<file path="config.mk">
export PLATFORM = sky130hd
export DESIGN_NAME = mat_result_serializer
export DESIGN_NICKNAME = d
export VERILOG_FILES = /design/src/rtl/mat_ser_pkg.sv /design/src/rtl/mat_ser_fifo.sv /design/src/rtl/mat_result_serializer.sv
export SDC_FILE = /design/constraint.sdc
export NUM_CORES = 1
export LEC_CHECK = 0
export CAP_MARGIN = 0
export CELL_PAD_IN_SITES_DETAIL_PLACEMENT = 1
export CELL_PAD_IN_SITES_GLOBAL_PLACEMENT = 1
export CORE_UTILIZATION = 31
export DETAILED_ROUTE_END_ITERATION = 7
export DONT_BUFFER_PORTS = 1
export GPL_TIMING_DRIVEN = 0
export PLACE_DENSITY_LB_ADDON = 0.1
export SLEW_MARGIN = 25
export SYNTH_ARGS = -nofsm -noshare
export SYNTH_HDL_FRONTEND = slang
export SYNTH_SLANG_ARGS = --single-unit
</file>
<file path="constraint.sdc">
create_clock -name clk -period 7.7 [get_ports clk]
set_input_delay 1.54 -clock clk [delete_from_list [all_inputs] [get_ports clk]]
set_output_delay 1.54 -clock clk [all_outputs]
set_load 0.01 [all_outputs]
</file>
<file path="src/rtl/mat_ser_pkg.sv">
// Shared constants and types for the mat_mult_2x2 result serializer.
package mat_ser_pkg;

  // Default element width, matching the multiplier output width.
  localparam int DW_DEFAULT = 32;

  // Element index encoding on m_idx (row-major order of the 2x2 result).
  localparam logic [1:0] IDX_W = 2'd0;
  localparam logic [1:0] IDX_X = 2'd1;
  localparam logic [1:0] IDX_Y = 2'd2;
  localparam logic [1:0] IDX_Z = 2'd3;

  // Serializer FSM states.
  typedef enum logic {
    IDLE = 1'b0,
    SEND = 1'b1
  } ser_state_t;

endpackage

</file>
<file path="src/rtl/mat_ser_fifo.sv">
// Synchronous FIFO holding whole 2x2 results ({w, x, y, z} per entry).
// Pointers carry one extra bit so the level is a plain difference and
// wrap naturally modulo DEPTH. Read data is the entry at the read pointer.
module mat_ser_fifo #(
  parameter int W     = 128,
  parameter int DEPTH = 4
) (
  input  logic                       clk,
  input  logic                       reset,
  input  logic                       push,
  input  logic                       pop,
  input  logic [W-1:0]               din,
  output logic [W-1:0]               dout,
  output logic [$clog2(DEPTH):0]     level,
  output logic                       full
);

  localparam int AW = $clog2(DEPTH);

  logic [W-1:0] mem [DEPTH];
  logic [AW:0]  wr_ptr;
  logic [AW:0]  rd_ptr;

  // Advance the extended read/write pointers on accepted push/pop.
  always_ff @(posedge clk) begin
    if (reset) begin
      wr_ptr <= {(AW+1){1'b0}};
      rd_ptr <= {(AW+1){1'b0}};
    end else begin
      if (push) wr_ptr <= wr_ptr + {{AW{1'b0}}, 1'b1};
      if (pop)  rd_ptr <= rd_ptr + {{AW{1'b0}}, 1'b1};
    end
  end

  // Storage write; a push into the slot being popped reads old data first.
  always_ff @(posedge clk) begin
    if (push) mem[wr_ptr[AW-1:0]] <= din;
  end

  assign dout  = mem[rd_ptr[AW-1:0]];
  assign level = wr_ptr - rd_ptr;
  assign full  = (level == (AW+1)'(DEPTH));

endmodule

</file>
<file path="src/rtl/mat_result_serializer.sv">
// Captures 2x2 results from mat_mult_2x2 into a FIFO and streams them out
// one element per valid/ready beat in order w, x, y, z. Results arriving
// while the FIFO is full (and nothing pops) are dropped; overflow is sticky.
// Optional macro MATSER_STATS_EN adds saturating sent/dropped matrix counters.
module mat_result_serializer
  import mat_ser_pkg::*;
#(
  parameter int DW    = DW_DEFAULT,
  parameter int DEPTH = 4
) (
  input  logic                    clk,
  input  logic                    reset,
  input  logic                    in_valid,
  input  logic [DW-1:0]           in_w,
  input  logic [DW-1:0]           in_x,
  input  logic [DW-1:0]           in_y,
  input  logic [DW-1:0]           in_z,
  output logic [DW-1:0]           m_data,
  output logic                    m_valid,
  input  logic                    m_ready,
  output logic [1:0]              m_idx,
  output logic                    m_first,
  output logic                    m_last,
  output logic [$clog2(DEPTH):0]  fifo_level,
  output logic                    fifo_full,
`ifdef MATSER_STATS_EN
  output logic [15:0]             mat_sent_cnt,
  output logic [15:0]             mat_drop_cnt,
`endif
  output logic                    overflow
);

  ser_state_t        state;
  logic [4*DW-1:0]   hold;
  logic [4*DW-1:0]   fifo_dout;
  logic              push;
  logic              pop;
  logic              drop;
  logic              hs_last;

  // Select one element of a packed {w, x, y, z} result.
  function automatic logic [DW-1:0] elem(input logic [4*DW-1:0] m, input logic [1:0] i);
    case (i)
      IDX_W:   elem = m[4*DW-1 -: DW];
      IDX_X:   elem = m[3*DW-1 -: DW];
      IDX_Y:   elem = m[2*DW-1 -: DW];
      IDX_Z:   elem = m[DW-1:0];
      default: elem = m[DW-1:0];
    endcase
  endfunction

  mat_ser_fifo #(
    .W     (4*DW),
    .DEPTH (DEPTH)
  ) u_fifo (
    .clk   (clk),
    .reset (reset),
    .push  (push),
    .pop   (pop),
    .din   ({in_w, in_x, in_y, in_z}),
    .dout  (fifo_dout),
    .level (fifo_level),
    .full  (fifo_full)
  );

  // Decide this cycle's pop (hold reload), push and drop.
  always_comb begin
    hs_last = (state == SEND) && m_ready && (m_idx == IDX_Z);
    if (state == IDLE) begin
      pop = |fifo_level;
    end else begin
      pop = hs_last && (|fifo_level);
    end
    if (in_valid) begin
      push = !fifo_full || pop;
      drop = fifo_full && !pop;
    end else begin
      push = 1'b0;
      drop = 1'b0;
    end
  end

  // Serializer FSM with registered stream outputs and sticky overflow.
  always_ff @(posedge clk) begin
    if (reset) begin
      state    <= IDLE;
      hold     <= {(4*DW){1'b0}};
      m_valid  <= 1'b0;
      m_data   <= {DW{1'b0}};
      m_idx    <= IDX_W;
      m_first  <= 1'b1;
      m_last   <= 1'b0;
      overflow <= 1'b0;
    end else begin
      if (drop) overflow <= 1'b1;
      case (state)
        IDLE: begin
          if (pop) begin
            hold    <= fifo_dout;
            m_data  <= elem(fifo_dout, IDX_W);
            m_idx   <= IDX_W;
            m_first <= 1'b1;
            m_last  <= 1'b0;
            m_valid <= 1'b1;
            state   <= SEND;
          end
        end
        SEND: begin
          if (m_ready) begin
            if (m_idx != IDX_Z) begin
              m_idx   <= m_idx + 2'd1;
              m_data  <= elem(hold, m_idx + 2'd1);
              m_first <= 1'b0;
              m_last  <= (m_idx == IDX_Y);
            end else if (pop) begin
              // Next matrix follows immediately, no bubble.
              hold    <= fifo_dout;
              m_data  <= elem(fifo_dout, IDX_W);
              m_idx   <= IDX_W;
              m_first <= 1'b1;
              m_last  <= 1'b0;
            end else begin
              m_valid <= 1'b0;
              m_idx   <= IDX_W;
              m_first <= 1'b1;
              m_last  <= 1'b0;
              state   <= IDLE;
            end
          end
        end
        default: begin
          state   <= IDLE;
          m_valid <= 1'b0;
        end
      endcase
    end
  end

`ifdef MATSER_STATS_EN
  // Saturating counts of completed and dropped matrices.
  always_ff @(posedge clk) begin
    if (reset) begin
      mat_sent_cnt <= 16'h0000;
      mat_drop_cnt <= 16'h0000;
    end else begin
      if (hs_last && (mat_sent_cnt != 16'hFFFF)) mat_sent_cnt <= mat_sent_cnt + 16'd1;
      if (drop && (mat_drop_cnt != 16'hFFFF))    mat_drop_cnt <= mat_drop_cnt + 16'd1;
    end
  end
`else
  // Default build: no statistics ports or counters.
`endif

endmodule

</file>
==> impl_table.tex, run 1 <==
\begin{tabular}{lr}
\hline
Metric & Value \\
\hline
\multicolumn{2}{l}{\textbf{Outcome}} \\
\quad Result of the run & finished, final reports clean \\
\multicolumn{2}{l}{\textbf{Floorplanning}} \\
\quad Cell Rows & 105 \\
\quad Die Area & 0.0839 sq mm \\
\quad Die Y & 290 microns \\
\quad Number of primary I/O pins & 174 \\
\quad Starting density of the core & 31.3\% \\
\quad Die width & 290 microns \\
\quad Total core area & 0.0820 sq mm \\
\multicolumn{2}{l}{\textbf{Cells and area}} \\
\quad Proportion of layout cells with a drive suffix above 1 & 17.9\% \\
\quad Diode insertion count for antenna repair & 0 \\
\quad Net count reported at finish & 1814 \\
\quad Area added between synthesis and finish & 17.3\% \\
\quad Post-route cell area & 0.0301 sq mm \\
\quad Final-layout fill cell count & 8308 \\
\multicolumn{2}{l}{\textbf{Clocking}} \\
\quad CTS sink count & 687 \\
\quad Quantity of gates resized following cts & 0 \\
\quad Setup Buffers After CTS & 0 \\
\quad Max Root-Sink Buffers & 3 \\
\quad CTS tree & yes \\
\quad Clk Tree Root Cell & sky130\_fd\_sc\_hd\_\_clkbuf\_16 \\
\quad Hold buffer count at cts & 0 \\
\quad Number of H-tree branching levels & 3 \\
\quad Clock buffer count from CTS & 79 \\
\quad CTS clock-pin slew for the worst setup and hold paths & 60 ps \\
\quad Insertion delay to the later sink of the worst-skew pair & 620 ps \\
\multicolumn{2}{l}{\textbf{Worst setup path}} \\
\quad CP required & 6160 ps \\
\quad CP endpoint kind & output port \\
\quad Critical path, cell by cell & inv\_1, ha\_1, fa\_1, nand2\_1, nor2\_1 \\
\quad Highest fanout seen on the critical path & 6 \\
\quad Worst setup path category & reg2out \\
\quad Delay of the slowest cell on the worst path & 530 ps \\
\quad CP arrival & 2520 ps \\
\quad Category of the worst setup path launch point & register \\
\quad Crit-path slowest cell & sky130\_fd\_sc\_hd\_\_fa\_1 \\
\multicolumn{2}{l}{\textbf{Synth}} \\
\quad Fraction of synthesized area in multiplexers & 11.3\% \\
\quad Share of synthesized cell area in full adder, half adder and majority cells & 0.614\% \\
\quad Dominant combinational cell family by area after synthesis & multiplexers \\
\quad Distinct cells, synth & 45 \\
\quad Top\_reg\_cell synth & sky130\_fd\_sc\_hd\_\_edfxtp\_1 \\
\quad Mean area per synthesized cell & 16.3 sq um \\
\quad Number of standard cells after synthesis & 1570 \\
\quad Compound-Gate Fraction of Synth Area & 6.84\% \\
\quad Number of warnings issued by yosys & 0 \\
\quad Net count after synthesis & 1714 \\
\quad Synthesized area & 0.0257 sq mm \\
\quad Fraction of registers with async set/reset & 0\% \\
\quad Number of flops mapped to enable cells by yosys & 512 \\
\quad FF+latch count, synth & 687 \\
\quad Post-synthesis xor/xnor area fraction & 0.195\% \\
\quad Share of synthesized area occupied by flip-flops and latches & 73.6\% \\
\quad Area share of and/or/nand/nor cells after synthesis & 5.54\% \\
\multicolumn{2}{l}{\textbf{Route}} \\
\quad Ratio of routed vias to standard cells & 4.96 \\
\quad Number of DRC violations after detailed routing & 0 \\
\quad DR WL/cell & 26.0 microns \\
\quad Pre-Repair DR Iteration Count & 6 \\
\quad Count of vias placed by the detailed router & 13.9k \\
\quad First-iteration detailed-routing DRC count & 1163 \\
\quad Number of routed nets with antenna violations & 0 \\
\quad Total detailed-routing wirelength & 72.8 mm \\
\multicolumn{2}{l}{\textbf{STA}} \\
\quad Max-Slew Margin vs Limit & 29.3\% \\
\quad Tcrit/Tclk final & 52.7\% \\
\quad Max-slew violations & 0 \\
\quad Unrepaired setup endpoints after global routing & no \\
\quad Worst-Margin Slew & 1060 ps \\
\quad Final-report hold violation count & 0 \\
\quad Time the worst path needs with I/O delays and setup & 4060 ps \\
\quad FMAX & 246 MHz \\
\quad Setup skew after layout & 31.5 ps \\
\quad Final worst hold slack & 457 ps \\
\quad Final setup violation count & 0 \\
\multicolumn{2}{l}{\textbf{Placement}} \\
\quad Gpl congestion & 0.769 \\
\quad Cell area after placement & 0.0275 sq mm \\
\quad Final HPWL from detailed placement & 51.9 mm \\
\quad Number of port buffers & 0 \\
\multicolumn{2}{l}{\textbf{Job}} \\
\quad Total of max-cap violations & 0 \\
\multicolumn{2}{l}{\textbf{Global route}} \\
\quad Wire length of the first global-routing pass & 105 mm \\
\quad Total Routing Usage GR & 17.6\% \\
\quad Vias in the first global route & 14.9k \\
\quad Sum of overflow across all layers after global routing & 0 \\
\quad Largest net degree at the start of global routing & 38 \\
\quad Antenna violations before repair & 1 \\
\multicolumn{2}{l}{\textbf{Pwr}} \\
\quad Power density cells & 409 mW/mm\^{}2 \\
\quad Final Power & 12300 uW \\
\quad Leak pwr & 0.00963 uW \\
\quad Highest ir drop seen on vdd & 214 uV \\
\multicolumn{2}{l}{\textbf{Worst hold path}} \\
\quad Hold Path Class & reg2reg \\
\hline
\end{tabular}
-- path summary, 6_finish.rpt --
path | from | endpoint | slack [ps] | cells past startpoint
setup / recovery | u_fifo.wr_ptr[0]$_SDFFE_PP0P_ | fifo_full | 3640 | 5
setup reg to reg | u_fifo.wr_ptr[0]$_SDFFE_PP0P_ | u_fifo.mem[0][40]$_DFFE_PP_ | 4040 | 9
hold reg to reg | hold[103]$_SDFFE_PP0P_ | hold[103]$_SDFFE_PP0P_ | 460 | 2
hold / removal | hold[103]$_SDFFE_PP0P_ | hold[103]$_SDFFE_PP0P_ | 460 | 2
-- Yosys cell counts, types with 13 or more instances --
library cell	number	share of area, %
sky130_fd_sc_hd__nand2_1	292	4.3
sky130_fd_sc_hd__nor2_1	41	0.60
sky130_fd_sc_hd__dfxtp_1	175	14
sky130_fd_sc_hd__clkbuf_1	62	0.91
sky130_fd_sc_hd__inv_1	13	0.19
sky130_fd_sc_hd__o21a_1	26	0.76
sky130_fd_sc_hd__buf_2	34	0.66
sky130_fd_sc_hd__mux4_2	128	11
sky130_fd_sc_hd__a221o_1	26	1.0
sky130_fd_sc_hd__edfxtp_1	512	60
sky130_fd_sc_hd__a222oi_1	32	1.2
sky130_fd_sc_hd__a21oi_1	145	2.8
-- layer usage --
metal  routed length, microns  GRT usage, %  vias to the layer above
met5                        0             0                        -
met4                     1720          5.62                        0
met3                     5330          5.08                      101
met1                    30700          22.7                     7187
li1                         -             -                     6286
met2                    35100          28.4                      333
-- power breakdown --
group | leakage [uW] | internal, uW | switching, uW
Combinational | 0.00222 | 1200 | 2180
Sequential | 0.00614 | 4730 | 424
Clock | 0.00128 | 2290 | 1480
Total | 0.00963 | 8220 | 4080
-- cell type report --
type	instances	area, sq um	share of cell area (%)
clock buffers	115	2240	7.46
flip-flops and latches	687	18900	62.7
repair buffers	19	478	1.59
plain buffers	103	458	1.52
multi-input cells	766	6290	20.9
clock inverters	29	357	1.18
well taps	1070	1340	4.45
inverters	14	52.6	0.175
-- state kept, by name (all words and copies together), names as in the netlist, 2 cells and up, named ones only --
register,flops
m_data,32
m_idx,2
u_fifo.wr_ptr,3
u_fifo.mem,512
hold,128
u_fifo.rd_ptr,3
-- cells by family (layout without fill, tap and decap cells) --
| family | Yosys count | count (layout) |
|---|---|---|
| buffers and inverters | 117 | 280 |
| DFF | 687 | 687 |
| and+or+nand+nor | 359 | 359 |
| muxes | 129 | 129 |
| adders and majority gates | 12 | 12 |
| xor gates and xnor gates | 4 | 4 |
| AOI/OAI and AO/OA | 262 | 262 |
-- worst max-delay path: cells and delay by family, from the launching register on --
kind | cells | cell delay, ps
and+or+nand+nor | 2 | 700
DFF | 1 | 360
adders and majority gates | 2 | 740
buffers and inverters | 1 | 110
-- metrics by stage --
stage	worst slack [ps]	TNS (ps)	std cells	utilization [%]
final	3640	0	2803	36.7
after global routing	3510	0	2803	36.7
after CTS	3580	0	2803	36.7
after detailed placement	3350	0	2659	33.5
after global placement	-1960	-786310	2640	32.9
after floorplan	1860	0	1570	-
-- cell usage in the layout (no fill, tap or decap), types with 7 or more instances in the layout --
cell type,count
sky130_fd_sc_hd__edfxtp_1,512
sky130_fd_sc_hd__nand2_1,292
sky130_fd_sc_hd__dfxtp_1,175
sky130_fd_sc_hd__a21oi_1,145
sky130_fd_sc_hd__mux4_2,128
sky130_fd_sc_hd__clkbuf_1,85
sky130_fd_sc_hd__clkbuf_16,81
sky130_fd_sc_hd__nor2_1,40
sky130_fd_sc_hd__buf_2,34
sky130_fd_sc_hd__a222oi_1,32
sky130_fd_sc_hd__o21a_1,26
sky130_fd_sc_hd__a221o_1,26
sky130_fd_sc_hd__inv_1,13
sky130_fd_sc_hd__buf_16,13
sky130_fd_sc_hd__nand4_1,12
sky130_fd_sc_hd__ha_1,11
sky130_fd_sc_hd__clkinv_2,10
sky130_fd_sc_hd__clkbuf_8,9
sky130_fd_sc_hd__bufinv_16,8
sky130_fd_sc_hd__o21ai_0,7
sky130_fd_sc_hd__o211ai_1,7
(Power assumes the default switching activity.)
==> run 2, diff against run 1 <==
Clock period 7.7 ns to 3.51 ns, I/O delays scaled along.
==> run 2 against run 1 <==
Compared with the run above: sequential power increased by 120%; setup slack worse by 3300 ps; design area is essentially flat; critical path type is now reg2reg; register-to-register slack worse by 3700 ps; global-route usage hardly changed; clock-buffer cell count shrank 7; critical endpoint is now u_fifo.mem[2][53]$_DFFE_PP_; sequential cell count unchanged.
==> impl_table.tex, run 2 (same netlist as run 1, synthesis figures left out) <==
\begin{tabular}{lr}
\hline
Metric & Value \\
\hline
\multicolumn{2}{l}{\textbf{Clocking}} \\
\quad Number of H-tree branching levels & 3 (unchanged) \\
\quad CTS clock-pin slew for the worst setup and hold paths & 70 ps (about the same) \\
\quad Clk Tree Root Cell & sky130\_fd\_sc\_hd\_\_clkbuf\_16 \\
\quad CTS tree & yes \\
\quad CTS sink count & 687 (unchanged) \\
\quad Insertion delay to the later sink of the worst-skew pair & 620 ps (about the same) \\
\quad Clock buffer count from CTS & 78 (-1.3\%) \\
\quad Max Root-Sink Buffers & 3 (unchanged) \\
\quad Hold buffer count at cts & 0 (unchanged) \\
\multicolumn{2}{l}{\textbf{Cells and area}} \\
\quad Highest-count cells in the layout ignoring fill and taps & sky130\_fd\_sc\_hd\_\_edfxtp\_1, sky130\_fd\_sc\_hd\_\_nand2\_1, sky130\_fd\_sc\_hd\_\_dfxtp\_1 \\
\quad End-of-flow core utilization & 36.7\% (about the same) \\
\quad Leading cell type in the layout, fill and taps excluded & sky130\_fd\_sc\_hd\_\_edfxtp\_1 \\
\quad Flip-flop count of the largest register, all copies and words added & 512 (unchanged) \\
\quad Net count reported at finish & 1815 (+0.055\%) \\
\quad Proportion of layout cells with a drive suffix above 1 & 18.9\% (+0.99 points) \\
\quad Non-filler instance count after layout & 2808 (+0.18\%) \\
\quad Area added between synthesis and finish & 17.3\% (about the same) \\
\quad Final-layout fill cell count & 8263 (-0.54\%) \\
\multicolumn{2}{l}{\textbf{Job}} \\
\quad Total of max-cap violations & 0 (unchanged) \\
\multicolumn{2}{l}{\textbf{STA}} \\
\quad Final-report hold violation count & 0 (unchanged) \\
\quad Max-slew violations & 0 (unchanged) \\
\quad Time the worst path needs with I/O delays and setup & 3160 ps \\
\quad Worst-Margin Slew & 990 ps (-70.1 ps) \\
\quad Max-Slew Margin vs Limit & 34.0\% (+4.7 points) \\
\quad Unrepaired setup endpoints after global routing & no \\
\quad Setup skew after layout & 22.9 ps (-8.65 ps) \\
\quad Final worst hold slack & 169 ps (-288 ps) \\
\quad Tcrit/Tclk final & 90.2\% \\
\quad FMAX & 316 MHz \\
\quad Setup total negative slack & 0 ps (unchanged) \\
\quad Final setup violation count & 0 (unchanged) \\
\multicolumn{2}{l}{\textbf{Floorplanning}} \\
\quad Die Area & 0.0839 sq mm (unchanged) \\
\quad Die width & 290 microns (unchanged) \\
\quad Number of primary I/O pins & 174 (unchanged) \\
\quad Die Y & 290 microns (unchanged) \\
\quad Cell Rows & 105 (unchanged) \\
\quad Total core area & 0.0820 sq mm (unchanged) \\
\quad Starting density of the core & 31.3\% (unchanged) \\
\multicolumn{2}{l}{\textbf{Pwr}} \\
\quad Leak pwr & 0.00963 uW (about the same) \\
\quad Power density cells & 894 mW/mm\^{}2 (+120\%) \\
\quad Highest ir drop seen on vdd & 435 uV (+100\%) \\
\multicolumn{2}{l}{\textbf{Global route}} \\
\quad Vias in the first global route & 15.1k (+1.3\%) \\
\quad Wire length of the first global-routing pass & 105 mm (about the same) \\
\quad Total Routing Usage GR & 17.6\% (about the same) \\
\quad Antenna violations before repair & 1 (unchanged) \\
\quad Largest net degree at the start of global routing & 35 (-7.9\%) \\
\quad Sum of overflow across all layers after global routing & 0 (unchanged) \\
\multicolumn{2}{l}{\textbf{Route}} \\
\quad Pre-Repair DR Iteration Count & 8 (+2) \\
\quad Count of vias placed by the detailed router & 13.9k (+0.058\%) \\
\quad DR WL/cell & 26.0 microns (+0.28\%) \\
\quad Ratio of routed vias to standard cells & 4.96 (-0.12\%) \\
\quad Total detailed-routing wirelength & 73.1 mm (+0.46\%) \\
\quad Number of DRC violations after detailed routing & 0 (unchanged) \\
\quad Number of routed nets with antenna violations & 0 (unchanged) \\
\quad First-iteration detailed-routing DRC count & 946 (-19\%) \\
\multicolumn{2}{l}{\textbf{Worst setup path}} \\
\quad Flop-to-flop setup slack & 350 ps (-3690 ps) \\
\quad CP endpoint kind & register \\
\quad CP arrival & 3460 ps (+940 ps) \\
\quad Category of the worst setup path launch point & register \\
\quad Worst setup path category & reg2reg \\
\quad CP required & 3800 ps (-2360 ps) \\
\quad Highest fanout seen on the critical path & 34 (+28) \\
\multicolumn{2}{l}{\textbf{Placement}} \\
\quad Gpl congestion & 0.783 (+1.8\%) \\
\quad Final HPWL from detailed placement & 52.0 mm (+0.22\%) \\
\quad Placed Cells incl. Taps & 2658 (-0.038\%) \\
\quad Number of port buffers & 0 (unchanged) \\
\multicolumn{2}{l}{\textbf{Outcome}} \\
\quad Result of the run & finished, final reports clean \\
\multicolumn{2}{l}{\textbf{Worst hold path}} \\
\quad Hold Path Class & in2reg \\
\hline
\end{tabular}
## run 2: final timing paths
kind                                 start                          end  depth (start not counted)
min                               in_x[23]  u_fifo.mem[3][87]$_DFFE_PP_                          0
max reg2reg  u_fifo.rd_ptr[0]$_SDFFE_PP0N_  u_fifo.mem[2][53]$_DFFE_PP_                          8
max          u_fifo.rd_ptr[0]$_SDFFE_PP0N_  u_fifo.mem[2][53]$_DFFE_PP_                          8
min reg2reg          hold[79]$_SDFFE_PP0P_        hold[79]$_SDFFE_PP0P_                          2
## run 2: where the power goes
part	switching (uW)	internal, uW
Clock	3300	4890
Sequential	946	10400
Combinational	4730	2660
Total	8980	17900
## run 2: routing by layer
metal  vias up  GRT usage [%]  part of all wire (%)  wire length, microns
li1       6286              -                     -                     -
met1      7282           22.2                    42                 31000
met2       275           29.4                    49                 36000
met3        72           4.83                   6.3                  4630
met4         0           4.96                   2.0                  1470
met5         -              0                     0                     0
## run 2: final cells by class
cell class	instances	area (sq um)	share of cell area (%)
plain buffers	103	458	1.52
repair buffers	19	450	1.50
diodes	1	2.50	0.00831
inverters	14	52.6	0.175
multi-input cells	768	6330	21.0
well taps	1070	1340	4.45
flip-flops and latches	687	18900	62.7
clock inverters	38	373	1.24
clock buffers	108	2220	7.38
## run 2: through the flow
step / setup slack (ps) / total power (uW) / cell area, sq um
after floorplan: -123 / 15900 / 25700
after global placement: -2310 / 18900 / 27000
after detailed placement: -222 / 19100 / 27500
after CTS: 72.6 / 27400 / 30100
after global routing: 197 / 28300 / 30100
final: 345 / 26900 / 30100
## run 2: worst max-delay path: stages, from the launching register on
cell and delay [ps]:
sky130_fd_sc_hd__dfxtp_1 430, sky130_fd_sc_hd__ha_4 170, sky130_fd_sc_hd__fa_2 450, sky130_fd_sc_hd__nand2_1 250, sky130_fd_sc_hd__nor2_1 190, sky130_fd_sc_hd__a21boi_2 290, sky130_fd_sc_hd__and2_4 450, sky130_fd_sc_hd__buf_16 270
sky130_fd_sc_hd__buf_12 250
## run 2: what timing repair did
action / 4_1_cts / 5_1_grt
pin swaps: 1 / 1
cloned: 1 / 1
buffers inserted: 1 / 0
resized for setup: 2 / 0
endpoints found under the setup margin: 31 / 15
==> run 3, diff against run 2 <==
Settings changed: CAP_MARGIN 0 to 10.
Clock period 3.51 ns to 2.7 ns, I/O delays scaled along.
==> run 3 against run 2 <==
Compared with the run above: hold slack got worse by 130 ps; clock skew is 8.4 ps higher; sequential share of layout area fell by 3.2 points; fmax is 21% higher; largest power group unchanged; sequential cell count unchanged; register-to-register slack got worse by 270 ps; cell count rose by 5.7%; critical endpoint is now u_fifo.mem[0][19]$_DFFE_PP_; core utilization rose by 2.0 points; first-iteration DRC count down 14%.
==> impl_table.tex, run 3 (same netlist as run 1, synthesis figures left out) <==
\begin{tabular}{lr}
\hline
Metric & Value \\
\hline
\multicolumn{2}{l}{\textbf{Clocking}} \\
\quad CTS sink count & 687 (unchanged) \\
\quad CTS tree & yes \\
\quad CTS clock-pin slew for the worst setup and hold paths & 60 ps (about the same) \\
\quad Clk Tree Root Cell & sky130\_fd\_sc\_hd\_\_clkbuf\_16 \\
\quad Insertion delay to the later sink of the worst-skew pair & 620 ps (about the same) \\
\quad Max Root-Sink Buffers & 3 (unchanged) \\
\quad Number of H-tree branching levels & 3 (unchanged) \\
\quad Clock buffer count from CTS & 79 (+1.3\%) \\
\multicolumn{2}{l}{\textbf{Job}} \\
\quad Total of max-cap violations & 0 (unchanged) \\
\multicolumn{2}{l}{\textbf{Placement}} \\
\quad Pre-CTS setup slack & -627 ps (-405 ps) \\
\quad Number of port buffers & 0 (unchanged) \\
\quad Gpl congestion & 0.787 (+0.49\%) \\
\quad Final HPWL from detailed placement & 51.3 mm (-1.3\%) \\
\multicolumn{2}{l}{\textbf{Pwr}} \\
\quad Final Power & 35500 uW (+32\%) \\
\quad Power density cells & 1120 mW/mm\^{}2 (+25\%) \\
\quad Leak pwr & 0.0104 uW (+7.5\%) \\
\quad Highest ir drop seen on vdd & 481 uV (+10\%) \\
\multicolumn{2}{l}{\textbf{Route}} \\
\quad First-iteration detailed-routing DRC count & 812 (-14\%) \\
\quad Ratio of routed vias to standard cells & 4.95 (-0.16\%) \\
\quad Number of routed nets with antenna violations & 0 (unchanged) \\
\quad Count of vias placed by the detailed router & 14.7k (+5.5\%) \\
\quad Number of DRC violations after detailed routing & 0 (unchanged) \\
\quad Total detailed-routing wirelength & 74.9 mm (+2.5\%) \\
\quad Pre-Repair DR Iteration Count & 7 (-1) \\
\quad DR WL/cell & 25.2 microns (-3.1\%) \\
\multicolumn{2}{l}{\textbf{Global route}} \\
\quad Largest net degree at the start of global routing & 68 (+94\%) \\
\quad Sum of overflow across all layers after global routing & 0 (unchanged) \\
\quad Antenna violations before repair & 6 (+5) \\
\quad Total Routing Usage GR & 17.8\% (+0.22 points) \\
\quad Vias in the first global route & 15.7k (+4.0\%) \\
\quad Wire length of the first global-routing pass & 108 mm (+2.2\%) \\
\multicolumn{2}{l}{\textbf{Cells and area}} \\
\quad Highest-count cells in the layout ignoring fill and taps & sky130\_fd\_sc\_hd\_\_edfxtp\_1, sky130\_fd\_sc\_hd\_\_nand2\_1, sky130\_fd\_sc\_hd\_\_dfxtp\_1 \\
\quad Area added between synthesis and finish & 23.7\% \\
\quad Proportion of layout cells with a drive suffix above 1 & 18.6\% (-0.36 points) \\
\quad Flip-flop count of the largest register, all copies and words added & 512 (unchanged) \\
\quad Leading cell type in the layout, fill and taps excluded & sky130\_fd\_sc\_hd\_\_edfxtp\_1 \\
\quad Net count reported at finish & 1973 (+8.7\%) \\
\multicolumn{2}{l}{\textbf{STA}} \\
\quad Final-report hold violation count & 0 (unchanged) \\
\quad Final worst hold slack & 42.1 ps (-127 ps) \\
\quad Tcrit/Tclk final & 97.2\% (+7.1 points) \\
\quad Max-Slew Margin vs Limit & 37.5\% (+3.5 points) \\
\quad Time the worst path needs with I/O delays and setup & 2630 ps (-540 ps) \\
\quad Final setup violation count & 0 (unchanged) \\
\quad Unrepaired setup endpoints after global routing & yes \\
\quad FMAX & 381 MHz (+21\%) \\
\quad Setup skew after layout & 31.3 ps (+8.40 ps) \\
\quad Least setup slack across all paths after layout & 74.9 ps (-270 ps) \\
\quad Max-slew violations & 0 (unchanged) \\
\quad Worst-Margin Slew & 937 ps (-52.7 ps) \\
\multicolumn{2}{l}{\textbf{Floorplanning}} \\
\quad Die Area & 0.0839 sq mm (unchanged) \\
\quad Starting density of the core & 31.3\% (unchanged) \\
\quad Number of primary I/O pins & 174 (unchanged) \\
\quad Die width & 290 microns (unchanged) \\
\quad Cell Rows & 105 (unchanged) \\
\quad Die Y & 290 microns (unchanged) \\
\quad Total core area & 0.0820 sq mm (unchanged) \\
\multicolumn{2}{l}{\textbf{Worst setup path}} \\
\quad CP arrival & 2980 ps (-480 ps) \\
\quad Delay of the slowest cell on the worst path & 580 ps (+130 ps) \\
\quad Bufs and invs on worst path & 4 (+2) \\
\quad Crit-path slowest cell & sky130\_fd\_sc\_hd\_\_fa\_2 \\
\quad Category of the worst setup path launch point & register \\
\quad CP endpoint kind & register \\
\quad CP required & 3060 ps (-740 ps) \\
\quad Worst setup path category & reg2reg \\
\quad Critical path, cell by cell & inv\_4, ha\_4, fa\_2, nand2\_4, nor2\_4, a21boi\_2, buf\_4, and2\_4, buf\_16, bufbuf\_16 \\
\quad Largest delay contributor family on the critical path & adder cells \\
\quad Highest fanout seen on the critical path & 9 (-74\%) \\
\multicolumn{2}{l}{\textbf{Outcome}} \\
\quad Result of the run & finished, final reports clean \\
\multicolumn{2}{l}{\textbf{Worst hold path}} \\
\quad Hold Path Class & in2reg \\
\hline
\end{tabular}
-- run 3: cell types whose count changed in the layout (fill, tap and decap cells not counted), sizes merged, moves of 5 or more --
cell         previous run  this run
clkinv                 25        20
buf                    60        83
dlygate4sd3             0       127
clkbuf                170       185
-- run 3: worst reg2reg max path: cells and delay by family (launching register included) --
kind	cells	cell delay, ps
AOI/OAI and AO/OA	1	100
adders and majority gates	2	730
buffers and inverters	4	690
DFF	1	350
and+or+nand+nor	3	490
-- run 3: area by class of cell --
| type | instances | area (sq um) |
|---|---|---|
| inverter | 14 | 62.6 |
| tap | 1070 | 1340 |
| timing repair buffer | 177 | 2150 |
| multi-input combinational | 768 | 6350 |
| sequential | 687 | 18900 |
| buffer | 102 | 484 |
| clock inverter | 28 | 218 |
| fill | 8269 | 50200 |
| clock buffer | 118 | 2250 |
| antenna | 4 | 10.0 |
-- run 3: metrics by stage --
| step | util [%] | std cells | setup TNS, ps | area, sq um |
|---|---|---|---|---|
| finish | 38.7 | 2968 | 0 | 31800 |
| floorplan | - | 1570 | -194910 | 25700 |
| detailed placement | 33.6 | 2659 | -113610 | 27500 |
| global route | 38.7 | 2968 | -0.580 | 31800 |
| CTS | 38.6 | 2961 | 0 | 31600 |
| global placement | 33.0 | 2640 | -887030 | 27000 |
-- run 3: timing repair --
action                                  CTS  global route
hold endpoints to repair                508             0
pin swaps                                 7             3
hold buffers                            127             0
buffers inserted                         24             3
gates resized for setup                  14            34
endpoints found under the setup margin  499           325
gates cloned                              6             2
-- run 3: report_power, final --
part           leakage [uW]  switching, uW  internal (uW)
Sequential          0.00614           1230          13500
Clock               0.00120           4220           6040
Combinational       0.00302           6420           4080
Total                0.0104          11900          23600
-- run 3: metal layers --
metal  GRT usage (%)  wire length (microns)  up-vias
li1                -                      -     6612
met1            23.2                  32600     7633
met2            29.8                  36600      316
met3            4.02                   4120      119
met4            4.65                   1620        4
met5               0                     23        -
-- run 3: final timing paths --
path	start	endpoint	slack (ps)	cells after the start
worst max register to register	u_fifo.wr_ptr[0]$_SDFFE_PP0P_	u_fifo.mem[0][19]$_DFFE_PP_	70	10
worst min register to register	hold[100]$_SDFFE_PP0P_	hold[100]$_SDFFE_PP0P_	460	2
worst max-delay path	u_fifo.wr_ptr[0]$_SDFFE_PP0P_	u_fifo.mem[0][19]$_DFFE_PP_	70	10
worst min-delay path	in_x[26]	u_fifo.mem[3][90]$_DFFE_PP_	40	0
